<file path="src/rtl/axil_pkg.sv">
// Shared definitions for the AXI4-Lite to native bridge: response codes,
// controller state encoding and a small state-classification helper.
package axil_pkg;

    localparam logic [1:0] AXIL_OKAY   = 2'b00;
    localparam logic [1:0] AXIL_SLVERR = 2'b10;

    typedef enum logic [2:0] {
        ST_IDLE    = 3'd0,
        ST_WR_REQ  = 3'd1,
        ST_RD_REQ  = 3'd2,
        ST_WR_RESP = 3'd3,
        ST_RD_RESP = 3'd4
    } axil_state_e;

    // True while a native request is outstanding.
    function automatic logic is_req_state(input axil_state_e st);
        return (st == ST_WR_REQ) || (st == ST_RD_REQ);
    endfunction

endpackage

</file>
<file path="src/rtl/axil2native_bridge_if.sv">
// AXI4-Lite channel bundle. The bridge connects through the slave modport,
// the traffic source through the master modport.
interface axil2native_bridge_if #(
    parameter int ADDR_WIDTH = 32,
    parameter int DATA_WIDTH = 32,
    parameter int STRB_WIDTH = DATA_WIDTH / 8
);
    logic [ADDR_WIDTH-1:0] awaddr;
    logic [2:0]            awprot;
    logic                  awvalid;
    logic                  awready;
    logic [DATA_WIDTH-1:0] wdata;
    logic [STRB_WIDTH-1:0] wstrb;
    logic                  wvalid;
    logic                  wready;
    logic [1:0]            bresp;
    logic                  bvalid;
    logic                  bready;
    logic [ADDR_WIDTH-1:0] araddr;
    logic [2:0]            arprot;
    logic                  arvalid;
    logic                  arready;
    logic [DATA_WIDTH-1:0] rdata;
    logic [1:0]            rresp;
    logic                  rvalid;
    logic                  rready;

    modport master (
        output awaddr, awprot, awvalid, input awready,
        output wdata, wstrb, wvalid, input wready,
        input bresp, bvalid, output bready,
        output araddr, arprot, arvalid, input arready,
        input rdata, rresp, rvalid, output rready
    );

    modport slave (
        input awaddr, awprot, awvalid, output awready,
        input wdata, wstrb, wvalid, output wready,
        output bresp, bvalid, input bready,
        input araddr, arprot, arvalid, output arready,
        output rdata, rresp, rvalid, input rready
    );
endinterface

</file>
<file path="src/rtl/axil_hold_reg.sv">
// Single-entry holding buffer for one AXI4-Lite request channel.
// Accepts on in_valid && in_ready, stays full until clear, and exposes a
// registered ready that is low during reset and equals !full afterwards.
module axil_hold_reg #(
    parameter int WIDTH = 32
) (
    input  logic             clk,
    input  logic             rst,
    input  logic             in_valid,
    output logic             in_ready,
    input  logic [WIDTH-1:0] in_data,
    input  logic             clear,
    output logic             full,
    output logic [WIDTH-1:0] out_data
);

    logic             full_r;
    logic             full_n_s;
    logic             ready_r;
    logic [WIDTH-1:0] data_r;

    // Next occupancy: a grant empties the entry, an accepted beat fills it.
    always_comb begin
        full_n_s = full_r;
        if (clear) begin
            full_n_s = 1'b0;
        end else if (in_valid && ready_r) begin
            full_n_s = 1'b1;
        end else begin
            full_n_s = full_r;
        end
    end

    // Occupancy, ready and payload registers.
    always_ff @(posedge clk or posedge rst) begin
        if (rst) begin
            full_r  <= 1'b0;
            ready_r <= 1'b0;
            data_r  <= {WIDTH{1'b0}};
        end else begin
            full_r  <= full_n_s;
            ready_r <= ~full_n_s;
            if (in_valid && ready_r) begin
                data_r <= in_data;
            end
        end
    end

    assign in_ready = ready_r;
    assign full     = full_r;
    assign out_data = data_r;

endmodule

</file>
<file path="src/rtl/axil2native_bridge.sv">
// AXI4-Lite slave to native master bridge. AW, W and AR are buffered
// independently; reads and writes are arbitrated fairly on ties and a single
// native request is issued at a time from registers. Responses are held until
// the AXI master accepts them.
// Optional feature macro: AXIL2NATIVE_TIMEOUT_EN adds a native-side timeout
// that completes a stalled request with SLVERR and zero read data.
module axil2native_bridge #(
    parameter int DATA_WIDTH = 32,
    parameter int ADDR_WIDTH = 32,
    parameter int STRB_WIDTH = DATA_WIDTH / 8,
    parameter int TIMEOUT_W  = 8
) (
    input  logic                  clk,
    input  logic                  rst,
    axil2native_bridge_if.slave   s_axil,
    output logic                  native_valid,
    input  logic                  native_ready,
    output logic [ADDR_WIDTH-1:0] native_addr,
    output logic [DATA_WIDTH-1:0] native_wdata,
    output logic [STRB_WIDTH-1:0] native_wstrb,
    input  logic [DATA_WIDTH-1:0] native_rdata
);
    import axil_pkg::*;

    localparam int WBUF_W = DATA_WIDTH + STRB_WIDTH;

    logic                  aw_ready_s, w_ready_s, ar_ready_s;
    logic                  aw_full_s, w_full_s, ar_full_s;
    logic [ADDR_WIDTH-1:0] aw_q_s, ar_q_s;
    logic [WBUF_W-1:0]     w_q_s;

    axil_state_e           state_r, state_n_s;
    logic                  grant_wr_s, grant_rd_s;
    logic                  wr_cand_s, rd_cand_s;
    logic                  last_wr_r;
    logic                  timeout_s;

    logic                  native_valid_r;
    logic [ADDR_WIDTH-1:0] native_addr_r;
    logic [DATA_WIDTH-1:0] native_wdata_r;
    logic [STRB_WIDTH-1:0] native_wstrb_r;
    logic                  bvalid_r, rvalid_r;
    logic [1:0]            resp_r;
    logic [DATA_WIDTH-1:0] rdata_r;

    axil_hold_reg #(.WIDTH(ADDR_WIDTH)) u_aw_hold (
        .clk      (clk),
        .rst      (rst),
        .in_valid (s_axil.awvalid),
        .in_ready (aw_ready_s),
        .in_data  (s_axil.awaddr),
        .clear    (grant_wr_s),
        .full     (aw_full_s),
        .out_data (aw_q_s)
    );

    axil_hold_reg #(.WIDTH(WBUF_W)) u_w_hold (
        .clk      (clk),
        .rst      (rst),
        .in_valid (s_axil.wvalid),
        .in_ready (w_ready_s),
        .in_data  ({s_axil.wdata, s_axil.wstrb}),
        .clear    (grant_wr_s),
        .full     (w_full_s),
        .out_data (w_q_s)
    );

    axil_hold_reg #(.WIDTH(ADDR_WIDTH)) u_ar_hold (
        .clk      (clk),
        .rst      (rst),
        .in_valid (s_axil.arvalid),
        .in_ready (ar_ready_s),
        .in_data  (s_axil.araddr),
        .clear    (grant_rd_s),
        .full     (ar_full_s),
        .out_data (ar_q_s)
    );

    assign wr_cand_s = aw_full_s & w_full_s;
    assign rd_cand_s = ar_full_s;

`ifdef AXIL2NATIVE_TIMEOUT_EN
    localparam logic [TIMEOUT_W-1:0] TO_LAST = {{(TIMEOUT_W-1){1'b1}}, 1'b0};
    localparam logic [TIMEOUT_W-1:0] TO_ONE  = {{(TIMEOUT_W-1){1'b0}}, 1'b1};

    logic [TIMEOUT_W-1:0] to_cnt_r;

    // Stall counter: restarts on each grant, counts REQ cycles without ready.
    always_ff @(posedge clk or posedge rst) begin
        if (rst) begin
            to_cnt_r <= {TIMEOUT_W{1'b0}};
        end else if (grant_wr_s || grant_rd_s) begin
            to_cnt_r <= {TIMEOUT_W{1'b0}};
        end else if (is_req_state(state_r) && !native_ready) begin
            to_cnt_r <= to_cnt_r + TO_ONE;
        end else begin
            to_cnt_r <= to_cnt_r;
        end
    end

    // Expire on the edge where the counter would reach all-ones.
    assign timeout_s = is_req_state(state_r) && !native_ready && (to_cnt_r == TO_LAST);
`else
    assign timeout_s = 1'b0;
`endif

    // Controller state register.
    always_ff @(posedge clk or posedge rst) begin
        if (rst) begin
            state_r <= ST_IDLE;
        end else begin
            state_r <= state_n_s;
        end
    end

    // Arbitration and next-state logic; a tie goes against last_wr_r.
    always_comb begin
        state_n_s  = state_r;
        grant_wr_s = 1'b0;
        grant_rd_s = 1'b0;
        case (state_r)
            ST_IDLE: begin
                if (wr_cand_s && (!rd_cand_s || !last_wr_r)) begin
                    grant_wr_s = 1'b1;
                    state_n_s  = ST_WR_REQ;
                end else if (rd_cand_s) begin
                    grant_rd_s = 1'b1;
                    state_n_s  = ST_RD_REQ;
                end else begin
                    state_n_s = ST_IDLE;
                end
            end
            ST_WR_REQ: begin
                if (native_ready || timeout_s) begin
                    state_n_s = ST_WR_RESP;
                end else begin
                    state_n_s = ST_WR_REQ;
                end
            end
            ST_RD_REQ: begin
                if (native_ready || timeout_s) begin
                    state_n_s = ST_RD_RESP;
                end else begin
                    state_n_s = ST_RD_REQ;
                end
            end
            ST_WR_RESP: begin
                if (s_axil.bready) begin
                    state_n_s = ST_IDLE;
                end else begin
                    state_n_s = ST_WR_RESP;
                end
            end
            ST_RD_RESP: begin
                if (s_axil.rready) begin
                    state_n_s = ST_IDLE;
                end else begin
                    state_n_s = ST_RD_RESP;
                end
            end
            default: begin
                state_n_s = ST_IDLE;
            end
        endcase
    end

    // Fairness flag: only a contested grant records who won.
    always_ff @(posedge clk or posedge rst) begin
        if (rst) begin
            last_wr_r <= 1'b0;
        end else if ((state_r == ST_IDLE) && wr_cand_s && rd_cand_s) begin
            last_wr_r <= grant_wr_s;
        end else begin
            last_wr_r <= last_wr_r;
        end
    end

    // Native request registers, loaded at grant and held stable through REQ.
    always_ff @(posedge clk or posedge rst) begin
        if (rst) begin
            native_valid_r <= 1'b0;
            native_addr_r  <= {ADDR_WIDTH{1'b0}};
            native_wdata_r <= {DATA_WIDTH{1'b0}};
            native_wstrb_r <= {STRB_WIDTH{1'b0}};
        end else begin
            native_valid_r <= is_req_state(state_n_s);
            if (grant_wr_s) begin
                native_addr_r  <= aw_q_s;
                native_wdata_r <= w_q_s[WBUF_W-1:STRB_WIDTH];
                native_wstrb_r <= w_q_s[STRB_WIDTH-1:0];
            end else if (grant_rd_s) begin
                native_addr_r  <= ar_q_s;
                native_wdata_r <= {DATA_WIDTH{1'b0}};
                native_wstrb_r <= {STRB_WIDTH{1'b0}};
            end
        end
    end

    // Response registers: captured when the native side completes or expires.
    always_ff @(posedge clk or posedge rst) begin
        if (rst) begin
            bvalid_r <= 1'b0;
            rvalid_r <= 1'b0;
            resp_r   <= AXIL_OKAY;
            rdata_r  <= {DATA_WIDTH{1'b0}};
        end else begin
            bvalid_r <= (state_n_s == ST_WR_RESP);
            rvalid_r <= (state_n_s == ST_RD_RESP);
            if (is_req_state(state_r) && native_ready) begin
                resp_r <= AXIL_OKAY;
                if (state_r == ST_RD_REQ) begin
                    rdata_r <= native_rdata;
                end
            end else if (timeout_s) begin
                resp_r  <= AXIL_SLVERR;
                rdata_r <= {DATA_WIDTH{1'b0}};
            end
        end
    end

    assign s_axil.awready = aw_ready_s;
    assign s_axil.wready  = w_ready_s;
    assign s_axil.arready = ar_ready_s;
    assign s_axil.bvalid  = bvalid_r;
    assign s_axil.bresp   = resp_r;
    assign s_axil.rvalid  = rvalid_r;
    assign s_axil.rresp   = resp_r;
    assign s_axil.rdata   = rdata_r;

    assign native_valid = native_valid_r;
    assign native_addr  = native_addr_r;
    assign native_wdata = native_wdata_r;
    assign native_wstrb = native_wstrb_r;

endmodule

</file>
<file path="src/flat_wrapper.sv">
// flat-port wrapper written by rule: the top's interface ports become plain ports
module axil2native_bridge_flat import axil_pkg::*;
#(
    parameter int DATA_WIDTH = 32,
    parameter int ADDR_WIDTH = 32,
    parameter int STRB_WIDTH = DATA_WIDTH / 8,
    parameter int TIMEOUT_W  = 8
)
  (clk, rst, native_valid, native_ready, native_addr, native_wdata, native_wstrb, native_rdata, s_axil_awaddr, s_axil_awprot, s_axil_awvalid, s_axil_awready, s_axil_wdata, s_axil_wstrb, s_axil_wvalid, s_axil_wready, s_axil_bresp, s_axil_bvalid, s_axil_bready, s_axil_araddr, s_axil_arprot, s_axil_arvalid, s_axil_arready, s_axil_rdata, s_axil_rresp, s_axil_rvalid, s_axil_rready);
  axil2native_bridge_if #(.ADDR_WIDTH(ADDR_WIDTH), .DATA_WIDTH(DATA_WIDTH), .STRB_WIDTH(STRB_WIDTH)) s_axil_i ();
  input  logic clk;
  input  logic rst;
  output logic native_valid;
  input  logic native_ready;
  output logic [ADDR_WIDTH-1:0] native_addr;
  output logic [DATA_WIDTH-1:0] native_wdata;
  output logic [STRB_WIDTH-1:0] native_wstrb;
  input  logic [DATA_WIDTH-1:0] native_rdata;
  input wire logic [$bits(s_axil_i.awaddr)-1:0] s_axil_awaddr;
  input wire logic [$bits(s_axil_i.awprot)-1:0] s_axil_awprot;
  input wire logic [$bits(s_axil_i.awvalid)-1:0] s_axil_awvalid;
  output wire logic [$bits(s_axil_i.awready)-1:0] s_axil_awready;
  input wire logic [$bits(s_axil_i.wdata)-1:0] s_axil_wdata;
  input wire logic [$bits(s_axil_i.wstrb)-1:0] s_axil_wstrb;
  input wire logic [$bits(s_axil_i.wvalid)-1:0] s_axil_wvalid;
  output wire logic [$bits(s_axil_i.wready)-1:0] s_axil_wready;
  output wire logic [$bits(s_axil_i.bresp)-1:0] s_axil_bresp;
  output wire logic [$bits(s_axil_i.bvalid)-1:0] s_axil_bvalid;
  input wire logic [$bits(s_axil_i.bready)-1:0] s_axil_bready;
  input wire logic [$bits(s_axil_i.araddr)-1:0] s_axil_araddr;
  input wire logic [$bits(s_axil_i.arprot)-1:0] s_axil_arprot;
  input wire logic [$bits(s_axil_i.arvalid)-1:0] s_axil_arvalid;
  output wire logic [$bits(s_axil_i.arready)-1:0] s_axil_arready;
  output wire logic [$bits(s_axil_i.rdata)-1:0] s_axil_rdata;
  output wire logic [$bits(s_axil_i.rresp)-1:0] s_axil_rresp;
  output wire logic [$bits(s_axil_i.rvalid)-1:0] s_axil_rvalid;
  input wire logic [$bits(s_axil_i.rready)-1:0] s_axil_rready;
  assign s_axil_i.awaddr = s_axil_awaddr;
  assign s_axil_i.awprot = s_axil_awprot;
  assign s_axil_i.awvalid = s_axil_awvalid;
  assign s_axil_awready = s_axil_i.awready;
  assign s_axil_i.wdata = s_axil_wdata;
  assign s_axil_i.wstrb = s_axil_wstrb;
  assign s_axil_i.wvalid = s_axil_wvalid;
  assign s_axil_wready = s_axil_i.wready;
  assign s_axil_bresp = s_axil_i.bresp;
  assign s_axil_bvalid = s_axil_i.bvalid;
  assign s_axil_i.bready = s_axil_bready;
  assign s_axil_i.araddr = s_axil_araddr;
  assign s_axil_i.arprot = s_axil_arprot;
  assign s_axil_i.arvalid = s_axil_arvalid;
  assign s_axil_arready = s_axil_i.arready;
  assign s_axil_rdata = s_axil_i.rdata;
  assign s_axil_rresp = s_axil_i.rresp;
  assign s_axil_rvalid = s_axil_i.rvalid;
  assign s_axil_i.rready = s_axil_rready;
  axil2native_bridge #(.DATA_WIDTH(DATA_WIDTH), .ADDR_WIDTH(ADDR_WIDTH), .STRB_WIDTH(STRB_WIDTH), .TIMEOUT_W(TIMEOUT_W)) u_core (.clk(clk), .rst(rst), .s_axil(s_axil_i), .native_valid(native_valid), .native_ready(native_ready), .native_addr(native_addr), .native_wdata(native_wdata), .native_wstrb(native_wstrb), .native_rdata(native_rdata));
endmodule
</file>
<file path="config.mk">
export PLATFORM = sky130hd
export DESIGN_NAME = axil2native_bridge_flat
export DESIGN_NICKNAME = d
export VERILOG_FILES = /design/src/rtl/axil_pkg.sv /design/src/rtl/axil2native_bridge_if.sv /design/src/rtl/axil_hold_reg.sv /design/src/rtl/axil2native_bridge.sv /design/src/flat_wrapper.sv
export SDC_FILE = /design/constraint.sdc
export NUM_CORES = 1
export LEC_CHECK = 0
export ABC_AREA = 1
export BUFFER_PORTS_ARGS = -buffer_cell sky130_fd_sc_hd__buf_2
export CORE_ASPECT_RATIO = 1.1
export CORE_MARGIN = 2
export CORE_UTILIZATION = 25
export CTS_BUF_LIST = sky130_fd_sc_hd__clkbuf_16
export CTS_CLUSTER_SIZE = 14
export DETAILED_ROUTE_END_ITERATION = 6
export PLACE_DENSITY = 0.52
export SYNTH_ARGS = -nofsm -noshare
export SYNTH_HDL_FRONTEND = slang
export SYNTH_SLANG_ARGS = --single-unit
</file>
<file path="constraint.sdc">
create_clock -name clk -period 8 [get_ports clk]
set_input_delay 1.6 -clock clk [delete_from_list [all_inputs] [get_ports clk]]
set_output_delay 1.6 -clock clk [all_outputs]
set_load 0.02 [all_outputs]
</file>
==> results.cfg <==
[status]
status = complete, no violations

[synth]
synthCells = 868
ys.warnings.count = 0
avgSynthCellArea_um2 = 9.78
synth_top_area_cell = dfrtp_1
synthTopCellsByCount = 311 x nand2_1, 213 x dfrtp_1, 75 x o21ai_0, 66 x inv_1, 39 x nor2_1
yosysMostFrequentCell = nand2_1
synth_cell_types = 24
netlist_top_cells_area = dfrtp_1 63%, nand2_1 14%, o21ai_0 4.4%
synth_flop_cell = dfrtp_1
synthesis.area_um2 = 8490
yosysTopAreaCellShare_pct = 62.8
ys_ff_latch = 213
synth_edf_count = 0
yosysSeqAreaShare_pct = 62.8
async_flop_share_pct = 100

[timing]
maxSlewViolCount = 0
holdWs_ns = 0.465
final_hold_viol_count = 0
setup_violations = 0
setup_slack_ns = 4.99
rsz0062_at_grt = false
finClkSkew_ns = 0.0101
relSlewSlack_pct = 35.6
fin_setup_tns_ns = 0
worst_slew_pin_slew_ns = 0.962
period_share_pct = 37.6
min_period_ns = 3.01
fmax_ghz = 0.332

[placement]
portBuffers = 245
place.gp.congestion = 0.724
post-dp-hpwl_mm = 14.5
pre_cts_ws_ns = 4.50

[clock_tree]
post_cts_buffers = 0
cts_hold_buf = 0
root_buffer = clkbuf_16
htreeDepth = 1
cts_inserted_buffers = 25
clock_path_buffers = 3
cts_sinks = 213
clkSlewWorstSetupHoldPaths_ns = 0.06
clock_latency_ns = 0.51
cts-resized-gates = 0
cts_tree = done

[grt]
grt_pass1_wl_mm = 36.2
grt_pass1_vias = 6459
grtUsageTotal_pct = 12.7
gr-total-overflow = 0
antenna_found_initial = 2
grt_max_degree = 93

[setup_path]
timing.reg2reg.worst_path_depth = 6
cp.required_ns = 8.37
crit_type = flop to flop
worstPathMaxFanout = 36
crit_path_end_kind = flop
crit_path_start_kind = flop
arrival_ns = 3.38

[run]
drv_cap = 0

[floorplan]
core_area_um2 = 33400
rows = 70
die_h_um = 197
io_pins = 256
die_w_um = 180
initial_utilization_pct = 25.4
dieArea_um2 = 35400

[detailed_routing]
wirelength_mm = 23.0
dr.pass1.iters = 4
dr_wl_met2_mm = 10.4
drc = 0
wl_per_cell_um = 14.8
wl_met1_mm = 10.5
ant_nets = 0
top_layer = met5
vias_per_cell = 4.20
dr_total_vias = 6512
drtIter0Drc = 342
met3_length_mm = 1.73

[power]
power_uw = 4620
power.leakage_uw = 0.00565
switching_share_pct = 39.8
pwr-share-comb_pct = 37.2
vdd_drop_max_uv = 191
p_int_uw = 2780
power.density_nw_per_um2 = 431
seq_power_share_pct = 39.6
p_sw_uw = 1840
power.share.clock_pct = 23.2

[min_path]
hold_depth = 2
hold_class = flop to flop

[layout]
insertedDiodeCount = 0
nets = 1250
finish.utilization_pct = 32.2
area_growth_pct = 26.6
drive_above_1_share_pct = 30.7
## stage by stage
step	instance area [µm²]	cells
after floorplan	8500	871
after global placement	9990	1509
after detailed placement	9990	1509
after CTS	10700	1551
after global routing	10700	1551
final	10700	1551
## layout make-up
cell class	instances	area [µm²]
clock inverter	17	126
multi-input combinational	542	2560
tap	432	541
clock buffer	25	626
timing repair buffer	253	1290
fill	3521	22600
inverter	69	267
sequential	213	5330
## critical path, stage by stage, from the launching register on
cell and delay, ns:
dfrtp_1 0.43, nor2_4 0.19, nand3_2 0.73, nand2_4 0.78, inv_2 0.45, nand2_1 0.20
o21ai_2 0.07
## cell families after synthesis
group / after synthesis / share of synthesized area [%]
flops: 213 / 62.8
xor+xnor: 1 / 0.103
simple gates: 363 / 16.6
other cells: 1 / 0.0442
buf+inv: 116 / 7.19
compound gates: 142 / 8.99
mux: 32 / 4.25
## power by group through the flow
stage | registers [µW] | clock network, µW | logic (µW)
3_5_place_dp | 1850 | 0 | 1760
4_1_cts | 1830 | 1120 | 1760
2_1_floorplan | 2100 | 0 | 980
6_report | 1830 | 1070 | 1720
3_3_place_gp | 1830 | 0 | 1730
5_1_grt | 1890 | 1160 | 1930
## placed cells by master, fill, tap and decap left out, types with 8 or more instances in the layout
master | netlist | final
nand2_1 | 311 | 310
buf_2 | 8 | 245
dfrtp_1 | 213 | 213
o21ai_0 | 75 | 75
inv_1 | 66 | 71
nor2_1 | 39 | 39
a21oi_1 | 33 | 33
mux2_2 | 32 | 32
clkbuf_16 | 0 | 25
o21ai_1 | 20 | 20
o21ai_2 | 14 | 14
buf_4 | 7 | 8
## worst paths after layout
path | start | endpoint | slack [ns]
setup / recovery | u_core.state_r[1] | u_core.native_wdata[11] | 4.99
hold / removal | u_core.native_wdata[31] | u_core.native_wdata[31] | 0.46
setup reg to reg | u_core.state_r[1] | u_core.native_wdata[11] | 4.99
hold reg to reg | u_core.native_wdata[31] | u_core.native_wdata[31] | 0.46
max in group asynchronous | rst | u_core.u_ar_hold.out_data[23] | 5.47
min in group asynchronous | rst | u_core.s_axil.rdata[22] | 1.16
## sequential cells by signal, indices dropped and copies added (netlist names), 3 cells and up
register and cells:
u_core.native_wstrb 4, u_core.native_wdata 32, u_core.native_addr 32, u_core.u_w_hold.out_data 36
u_core.u_ar_hold.out_data 32, u_core.state_r 3, u_core.u_aw_hold.out_data 32, u_core.s_axil.rdata 32
## routing by layer
metal	vias to the layer above	global-route usage [%]
met4	4	2.68
met5	-	0
met1	3116	17.2
li1	3179	-
met3	30	3.56
met2	183	20.4
No activity file was read; power rests on OpenSTA's default activity.
